### config.mk
export PLATFORM = sky130hd
export DESIGN_NAME = sat_core_ctrl
export DESIGN_NICKNAME = d
export VERILOG_FILES = /design/src/rtl/sat_core_pkg.sv /design/src/rtl/sat_sat_cnt.sv /design/src/rtl/sat_core_ctrl.sv
export SDC_FILE = /design/constraint.sdc
export NUM_CORES = 1
export LEC_CHECK = 0
export ABC_AREA = 1
export BUFFER_PORTS_ARGS = -buffer_cell sky130_fd_sc_hd__buf_2
export CORE_ASPECT_RATIO = 1.2
export CORE_UTILIZATION = 35
export DETAILED_ROUTE_END_ITERATION = 7
export GPL_TIMING_DRIVEN = 0
export PLACE_DENSITY = 0.58
export SKIP_LAST_GASP = 1
export SLEW_MARGIN = 20
export SYNTH_ARGS = -nofsm -noshare
export SYNTH_HDL_FRONTEND = slang
export SYNTH_HIERARCHICAL = 1
export SYNTH_SLANG_ARGS = --single-unit
### constraint.sdc
create_clock -name clk -period 4.41 [get_ports clk]
set_clock_uncertainty 0.15 [all_clocks]
set_input_delay 0.882 -clock clk [delete_from_list [all_inputs] [get_ports clk]]
set_output_delay 0.882 -clock clk [all_outputs]
set_load 0.03 [all_outputs]
### src/rtl/sat_core_pkg.sv
// Shared types and result codes for the SAT core sequencer.
package sat_core_pkg;

    localparam int RES_W = 3;

    typedef enum logic [2:0] {
        ST_IDLE,
        ST_BCP,
        ST_DECISION,
        ST_ANALYSIS,
        ST_BKT_CUR_BIN,
        ST_REPORT
    } state_e;

    localparam logic [RES_W-1:0] RES_NONE   = 3'd0;
    localparam logic [RES_W-1:0] RES_SAT    = 3'd1;
    localparam logic [RES_W-1:0] RES_UNSAT  = 3'd2;
    localparam logic [RES_W-1:0] RES_BUDGET = 3'd3;
    localparam logic [RES_W-1:0] RES_ABORT  = 3'd4;

endpackage

### src/rtl/sat_sat_cnt.sv
// Saturating up-counter with synchronous clear; holds at all-ones instead of wrapping.
module sat_sat_cnt #(
    parameter int WIDTH = 32
) (
    input  logic             clk,
    input  logic             rst,
    input  logic             clr,
    input  logic             inc,
    output logic [WIDTH-1:0] cnt_o
);

    localparam logic [WIDTH-1:0] CNT_ONE = {{(WIDTH-1){1'b0}}, 1'b1};
    localparam logic [WIDTH-1:0] CNT_MAX = {WIDTH{1'b1}};

    logic [WIDTH-1:0] cnt_d;
    logic [WIDTH-1:0] cnt_q;

    always_comb begin
        cnt_d = cnt_q;
        if (clr) begin
            cnt_d = '0;
        end else if (inc && (cnt_q != CNT_MAX)) begin
            cnt_d = cnt_q + CNT_ONE;
        end
    end

    always_ff @(posedge clk) begin
        if (!rst) begin
            cnt_q <= '0;
        end else begin
            cnt_q <= cnt_d;
        end
    end

    assign cnt_o = cnt_q;

endmodule

### src/rtl/sat_core_ctrl.sv
// Bin-solve sequencer: drives the BCP / decision / analysis / backtrack loop and
// reports SAT, UNSAT, BUDGET or ABORT with per-solve statistics.
module sat_core_ctrl
    import sat_core_pkg::*;
#(
    parameter int WIDTH_BIN_ID = 10,
    parameter int WIDTH_LVL    = 16,
    parameter int WIDTH_CNT    = 32
) (
    input  logic                    clk,
    input  logic                    rst,
    input  logic                    start_core_i,
    input  logic                    abort_i,
    input  logic [WIDTH_CNT-1:0]    max_conflicts_i,
    output logic                    done_core_o,
    output logic [RES_W-1:0]        result_o,
    output logic                    sat_o,
    output logic                    unsat_o,
    output logic                    busy_o,
    output logic                    apply_imply_o,
    input  logic                    done_imply_i,
    input  logic                    conflict_i,
    output logic                    start_decision_o,
    input  logic                    done_decision_i,
    input  logic                    all_c_is_sat_i,
    input  logic [WIDTH_LVL-1:0]    cur_lvl_i,
    output logic                    apply_analyze_o,
    input  logic                    done_analyze_i,
    input  logic [WIDTH_BIN_ID-1:0] bkt_bin_num_i,
    input  logic [WIDTH_BIN_ID-1:0] cur_bin_num_i,
    output logic                    apply_bkt_cur_bin_o,
    input  logic                    done_bkt_cur_bin_i,
    output logic [WIDTH_CNT-1:0]    conflict_cnt_o,
    output logic [WIDTH_CNT-1:0]    decision_cnt_o,
    output logic [WIDTH_CNT-1:0]    cycle_cnt_o,
    output logic [WIDTH_LVL-1:0]    max_lvl_o
);

    localparam logic [WIDTH_CNT-1:0] CNT_ONE = {{(WIDTH_CNT-1){1'b0}}, 1'b1};
    localparam logic [WIDTH_CNT-1:0] CNT_MAX = {WIDTH_CNT{1'b1}};

    state_e                 state_q, state_d;
    logic [RES_W-1:0]       result_q, result_d;
    logic [WIDTH_CNT-1:0]   budget_q, budget_d;
    logic [WIDTH_LVL-1:0]   max_lvl_q, max_lvl_d;
    logic                   sat_q, sat_d;
    logic                   unsat_q, unsat_d;
    logic                   busy_q, busy_d;
    logic                   done_core_q, done_core_d;
    logic                   apply_imply_q, apply_imply_d;
    logic                   start_decision_q, start_decision_d;
    logic                   apply_analyze_q, apply_analyze_d;
    logic                   apply_bkt_q, apply_bkt_d;

    logic                   start_acc;
    logic                   conflict_inc;
    logic                   decision_inc;
    logic                   cycle_inc;
    logic                   imply_vld;
    logic                   decision_vld;
    logic                   analyze_vld;
    logic                   bkt_vld;
    logic [WIDTH_CNT-1:0]   conflict_next;

    // A done arriving while its own start pulse is still high is a leftover from the previous round.
    assign imply_vld     = done_imply_i && !apply_imply_q;
    assign decision_vld  = done_decision_i && !start_decision_q;
    assign analyze_vld   = done_analyze_i && !apply_analyze_q;
    assign bkt_vld       = done_bkt_cur_bin_i && !apply_bkt_q;
    assign conflict_next = (conflict_cnt_o == CNT_MAX) ? CNT_MAX : conflict_cnt_o + CNT_ONE;
    assign cycle_inc     = (state_q != ST_IDLE);

    always_comb begin
        state_d      = state_q;
        result_d     = result_q;
        budget_d     = budget_q;
        max_lvl_d    = max_lvl_q;
        start_acc    = 1'b0;
        conflict_inc = 1'b0;
        decision_inc = 1'b0;
        if (abort_i && (state_q != ST_IDLE) && (state_q != ST_REPORT)) begin
            state_d  = ST_REPORT;
            result_d = RES_ABORT;
        end else begin
            case (state_q)
                ST_IDLE: begin
                    if (start_core_i) begin
                        state_d   = ST_BCP;
                        result_d  = RES_NONE;
                        budget_d  = max_conflicts_i;
                        max_lvl_d = '0;
                        start_acc = 1'b1;
                    end
                end
                ST_BCP: begin
                    if (imply_vld) begin
                        if (conflict_i) begin
                            conflict_inc = 1'b1;
                            if ((budget_q != '0) && (conflict_next >= budget_q)) begin
                                state_d  = ST_REPORT;
                                result_d = RES_BUDGET;
                            end else begin
                                state_d = ST_ANALYSIS;
                            end
                        end else if (all_c_is_sat_i) begin
                            state_d  = ST_REPORT;
                            result_d = RES_SAT;
                        end else begin
                            state_d = ST_DECISION;
                        end
                    end
                end
                ST_DECISION: begin
                    if (decision_vld) begin
                        decision_inc = 1'b1;
                        if (cur_lvl_i > max_lvl_q) begin
                            max_lvl_d = cur_lvl_i;
                        end
                        if (all_c_is_sat_i) begin
                            state_d  = ST_REPORT;
                            result_d = RES_SAT;
                        end else begin
                            state_d = ST_BCP;
                        end
                    end
                end
                ST_ANALYSIS: begin
                    if (analyze_vld) begin
                        if (bkt_bin_num_i != cur_bin_num_i) begin
                            state_d  = ST_REPORT;
                            result_d = RES_UNSAT;
                        end else begin
                            state_d = ST_BKT_CUR_BIN;
                        end
                    end
                end
                ST_BKT_CUR_BIN: begin
                    if (bkt_vld) begin
                        state_d = ST_BCP;
                    end
                end
                ST_REPORT: begin
                    state_d = ST_IDLE;
                end
                default: begin
                    state_d = ST_IDLE;
                end
            endcase
        end
    end

    // Outputs are registered off the next state so every start pulse lands on the first residency cycle.
    always_comb begin
        sat_d            = (result_d == RES_SAT);
        unsat_d          = (result_d == RES_UNSAT);
        busy_d           = (state_d != ST_IDLE);
        done_core_d      = (state_d == ST_REPORT);
        apply_imply_d    = (state_d == ST_BCP) && (state_q != ST_BCP);
        start_decision_d = (state_d == ST_DECISION) && (state_q != ST_DECISION);
        apply_analyze_d  = (state_d == ST_ANALYSIS) && (state_q != ST_ANALYSIS);
        apply_bkt_d      = (state_d == ST_BKT_CUR_BIN) && (state_q != ST_BKT_CUR_BIN);
    end

    always_ff @(posedge clk) begin
        if (!rst) begin
            state_q          <= ST_IDLE;
            result_q         <= RES_NONE;
            budget_q         <= '0;
            max_lvl_q        <= '0;
            sat_q            <= 1'b0;
            unsat_q          <= 1'b0;
            busy_q           <= 1'b0;
            done_core_q      <= 1'b0;
            apply_imply_q    <= 1'b0;
            start_decision_q <= 1'b0;
            apply_analyze_q  <= 1'b0;
            apply_bkt_q      <= 1'b0;
        end else begin
            state_q          <= state_d;
            result_q         <= result_d;
            budget_q         <= budget_d;
            max_lvl_q        <= max_lvl_d;
            sat_q            <= sat_d;
            unsat_q          <= unsat_d;
            busy_q           <= busy_d;
            done_core_q      <= done_core_d;
            apply_imply_q    <= apply_imply_d;
            start_decision_q <= start_decision_d;
            apply_analyze_q  <= apply_analyze_d;
            apply_bkt_q      <= apply_bkt_d;
        end
    end

    sat_sat_cnt #(.WIDTH(WIDTH_CNT)) u_conflict_cnt (
        .clk   (clk),
        .rst   (rst),
        .clr   (start_acc),
        .inc   (conflict_inc),
        .cnt_o (conflict_cnt_o)
    );

    sat_sat_cnt #(.WIDTH(WIDTH_CNT)) u_decision_cnt (
        .clk   (clk),
        .rst   (rst),
        .clr   (start_acc),
        .inc   (decision_inc),
        .cnt_o (decision_cnt_o)
    );

    sat_sat_cnt #(.WIDTH(WIDTH_CNT)) u_cycle_cnt (
        .clk   (clk),
        .rst   (rst),
        .clr   (start_acc),
        .inc   (cycle_inc),
        .cnt_o (cycle_cnt_o)
    );

    assign done_core_o         = done_core_q;
    assign result_o            = result_q;
    assign sat_o               = sat_q;
    assign unsat_o             = unsat_q;
    assign busy_o              = busy_q;
    assign apply_imply_o       = apply_imply_q;
    assign start_decision_o    = start_decision_q;
    assign apply_analyze_o     = apply_analyze_q;
    assign apply_bkt_cur_bin_o = apply_bkt_q;
    assign max_lvl_o           = max_lvl_q;

endmodule

==> flow_metrics.env <==
export IMPL_worstSetupPathType="flop to flop"
export IMPL_syn_area_per_cell_sq_um=6.312
export IMPL_numCtsBuffers=17
export IMPL_num_rows=70
export IMPL_wl_per_cell_um=14.04
export IMPL_slew_violations=0
export IMPL_syn_nets=1859
export IMPL_clkSlewWorstSetupHoldPaths_ps=70
export IMPL_port_buffers=200
export IMPL_core_area_sq_mm=0.03057
export IMPL_grt_ovfl_total=0
export IMPL_post_place_cells=2325
export IMPL_grt_pass1_wl_mm=54.03
export IMPL_post_dp_cell_area_sq_mm=0.01242
export IMPL_relSlewSlack_pct=50.06
export IMPL_ir_drop_v=0.0002200
export IMPL_die_w_um=163.2
export IMPL_fin_cells=2365
export IMPL_maxCapViolations=0
export IMPL_async_flop_share_pct=0
export IMPL_first_pass_iters=5
export IMPL_synth_cell_area_sq_mm=0.01091
export IMPL_fin_area_sq_mm=0.01315
export IMPL_cts_root_buf="clkbuf_16"
export IMPL_ys_seq_area_share_pct=28.98
export IMPL_vias_per_cell=4.944
export IMPL_fin_ws_ps=383.4
export IMPL_grt_usage_pct=21.05
export IMPL_area_growth_pct=20.50
export IMPL_syn_inst=1729
export IMPL_postLayoutCoreUtil_pct=43.03
export IMPL_fmax_ghz=0.2483
export IMPL_worstSkewPairLatency_ps=440
export IMPL_antenna_found_initial=2
export IMPL_status="finished, final reports clean"
export IMPL_pin_count=201
export IMPL_vias=11690
export IMPL_cts_hold_buf=0
export IMPL_min_period_ps=4027
export IMPL_die_h_um=195.4
export IMPL_place_hpwl_mm=26.03
export IMPL_gp_congestion=0.9230
export IMPL_finalCritPeriodShare_pct=91.31
export IMPL_grt_pass1_vias=11180
export IMPL_cts_sinks=158
export IMPL_crit_arrival_ps=4230
export IMPL_end_kind="flop"
export IMPL_drt_iter0_markers=701
export IMPL_leakagePower_nw=5.786
export IMPL_synth_ff_type="dfxtp_1"
export IMPL_synth_enable_flop_cells=0
export IMPL_nets=2082
export IMPL_cts_buffer_depth=2
export IMPL_layout_common_cells="411 x nand2_1, 278 x nor2_1, 214 x inv_1, 207 x buf_2, 153 x dfxtp_1"
export IMPL_drive_gt1_share_pct=19.13
export IMPL_ctsHtreeMaxLevel=4
export IMPL_critPathRequiredTime_ps=4620
export IMPL_remaining_drc_errors=0
export IMPL_finalSetupViolCount=0
export IMPL_hp_class="flop to flop"
export IMPL_ys_warn_count=6
export IMPL_postRouteAntennaNets=0
export IMPL_place_worst_setup_slack_ps=-13.50
export IMPL_nFillCells=3300
export IMPL_crit_fanout=9
export IMPL_ys_types=45
export IMPL_ys_seq_elements=158
export IMPL_pwr_density_cell_mw_per_mm2=345.8
export IMPL_drt_wl_total_mm=33.20
export IMPL_hold_violations=0
export IMPL_startpoint_type="flop"
export IMPL_cts_tree="yes"
export IMPL_worst_pin_slew_ps=743.0
export IMPL_start_util_pct=35.71
export IMPL_grt_max_degree=17
export IMPL_final_common_cell="nand2_1"
export IMPL_design_die_area_sq_mm=0.03190
[timing repair]
action	4_1_cts	5_1_grt
setup buffers	1	3
setup endpoints to repair	3	13
pin swaps	1	2
resized for setup	0	19
[area by class of cell]
type	instances	area (sq um)	share of cell area, %
Buffer	43	271.5	2.064
Sequential cell	158	3174	24.14
Antenna cell	4	10.01	0.07611
Clock inverter	10	158.9	1.208
Tap cell	396	495.5	3.767
Multi-Input combinational cell	1304	6695	50.91
Clock buffer	22	474.2	3.606
Inverter	224	840.8	6.393
Timing Repair Buffer	204	1031	7.839
[report_power, final]
group	internal (mW)	switching, mW	leakage, nW
Sequential	1.57	0.0769	1.28
Clock	0.993	0.629	0.307
Combinational	0.388	0.893	4.19
Total	2.95	1.60	5.79
[worst paths after layout]
| check | from | to | slack [ps] | cells after the start |
|---|---|---|---|---|
| max | u_conflict_cnt/cnt_o[0]$_SDFFE_PP0P_ | apply_bkt_cur_bin_o$_SDFF_PN0_ | 380 | 27 |
| min | max_lvl_o[12]$_SDFFE_PN0P_ | max_lvl_o[12]$_SDFFE_PN0P_ | 330 | 2 |
| max reg2reg | u_conflict_cnt/cnt_o[0]$_SDFFE_PP0P_ | apply_bkt_cur_bin_o$_SDFF_PN0_ | 380 | 27 |
| min reg2reg | max_lvl_o[12]$_SDFFE_PN0P_ | max_lvl_o[12]$_SDFFE_PN0P_ | 330 | 2 |
[Yosys cell counts (7+ instances only)]
library cell / instances / share of area [%]
nand2_1: 412 / 14
nor2_1: 281 / 9.7
inv_1: 214 / 7.4
dfxtp_1: 158 / 29
a21oi_1: 147 / 6.7
nand3_1: 120 / 5.5
o21ai_0: 57 / 2.6
ha_1: 52 / 6.0
nand4_1: 49 / 2.8
nor3_1: 34 / 1.6
nand2_2: 22 / 1.3
clkbuf_1: 21 / 0.72
nor2_4: 17 / 1.8
nand3_2: 15 / 1.4
buf_6: 12 / 1.2
nor2_2: 12 / 0.69
or2_2: 10 / 0.57
xor2_1: 10 / 0.80
a21oi_2: 9 / 0.72
inv_2: 9 / 0.31
nand3b_1: 9 / 0.62
buf_2: 7 / 0.32
xnor2_1: 7 / 0.56
[sequential cells by signal, summed over array words and instances (netlist names)]
name                  count
apply_analyze_o           1
done_core_o               1
u_decision_cnt/cnt_o     32
unsat_o                   1
sat_o                     1
u_cycle_cnt/cnt_o        32
result_o                  3
start_decision_o          1
apply_imply_o             1
max_lvl_o                16
busy_o                    1
budget_q                 32
u_conflict_cnt/cnt_o     32
state_q                   3
apply_bkt_cur_bin_o       1
[worst max-delay path, stage by stage, from the launching register on]
cell and delay, ps:
dfxtp_4 410, ha_1 180, nand2_1 100, nor3_4 310
nand3_4 140, nor2_4 140, nand3_2 90, nor2_2 110
nand2_2 80, nor2_4 160, nand3_2 130, nor2_2 130
nand3_1 90, nor2_1 110, a21oi_1 60, ha_1 280
nand2_1 60, nor2_2 100, nand4_1 120, a21oi_1 140
nor2_1 50, nand2_1 60, nand2_1 100, nand3_1 120
nand2_1 60, nand3_1 130, nand2_1 110, nor3_1 210
[metrics by stage]
step / power [mW] / setup TNS, ps / hold WS (ps)
after floorplan: 2.574 / 0 / 300.4
after global placement: 2.936 / 0 / 312.5
after detailed placement: 2.956 / -16.58 / 318.4
after CTS: 4.598 / 0 / 328.9
after global routing: 4.841 / -148.6 / 347.5
final: 4.548 / 0 / 328.5
[logic make-up after synthesis]
logic type	synth area share [%]
compound gates	11.37
xor+xnor	1.364
fa+ha+maj	5.961
buf+inv	10.19
flops	28.98
simple gates	42.13
[per-layer routing]
metal / track usage [%] / wire (um) / vias to the layer above
li1: - / - / 6028
met1: 25.25 / 14720 / 5346
met2: 37.68 / 16290 / 279
met3: 2.995 / 1522 / 40
met4: 7.338 / 666 / 0
met5: 0 / 0 / -
Note: power is estimated with default switching activity, not from simulation.
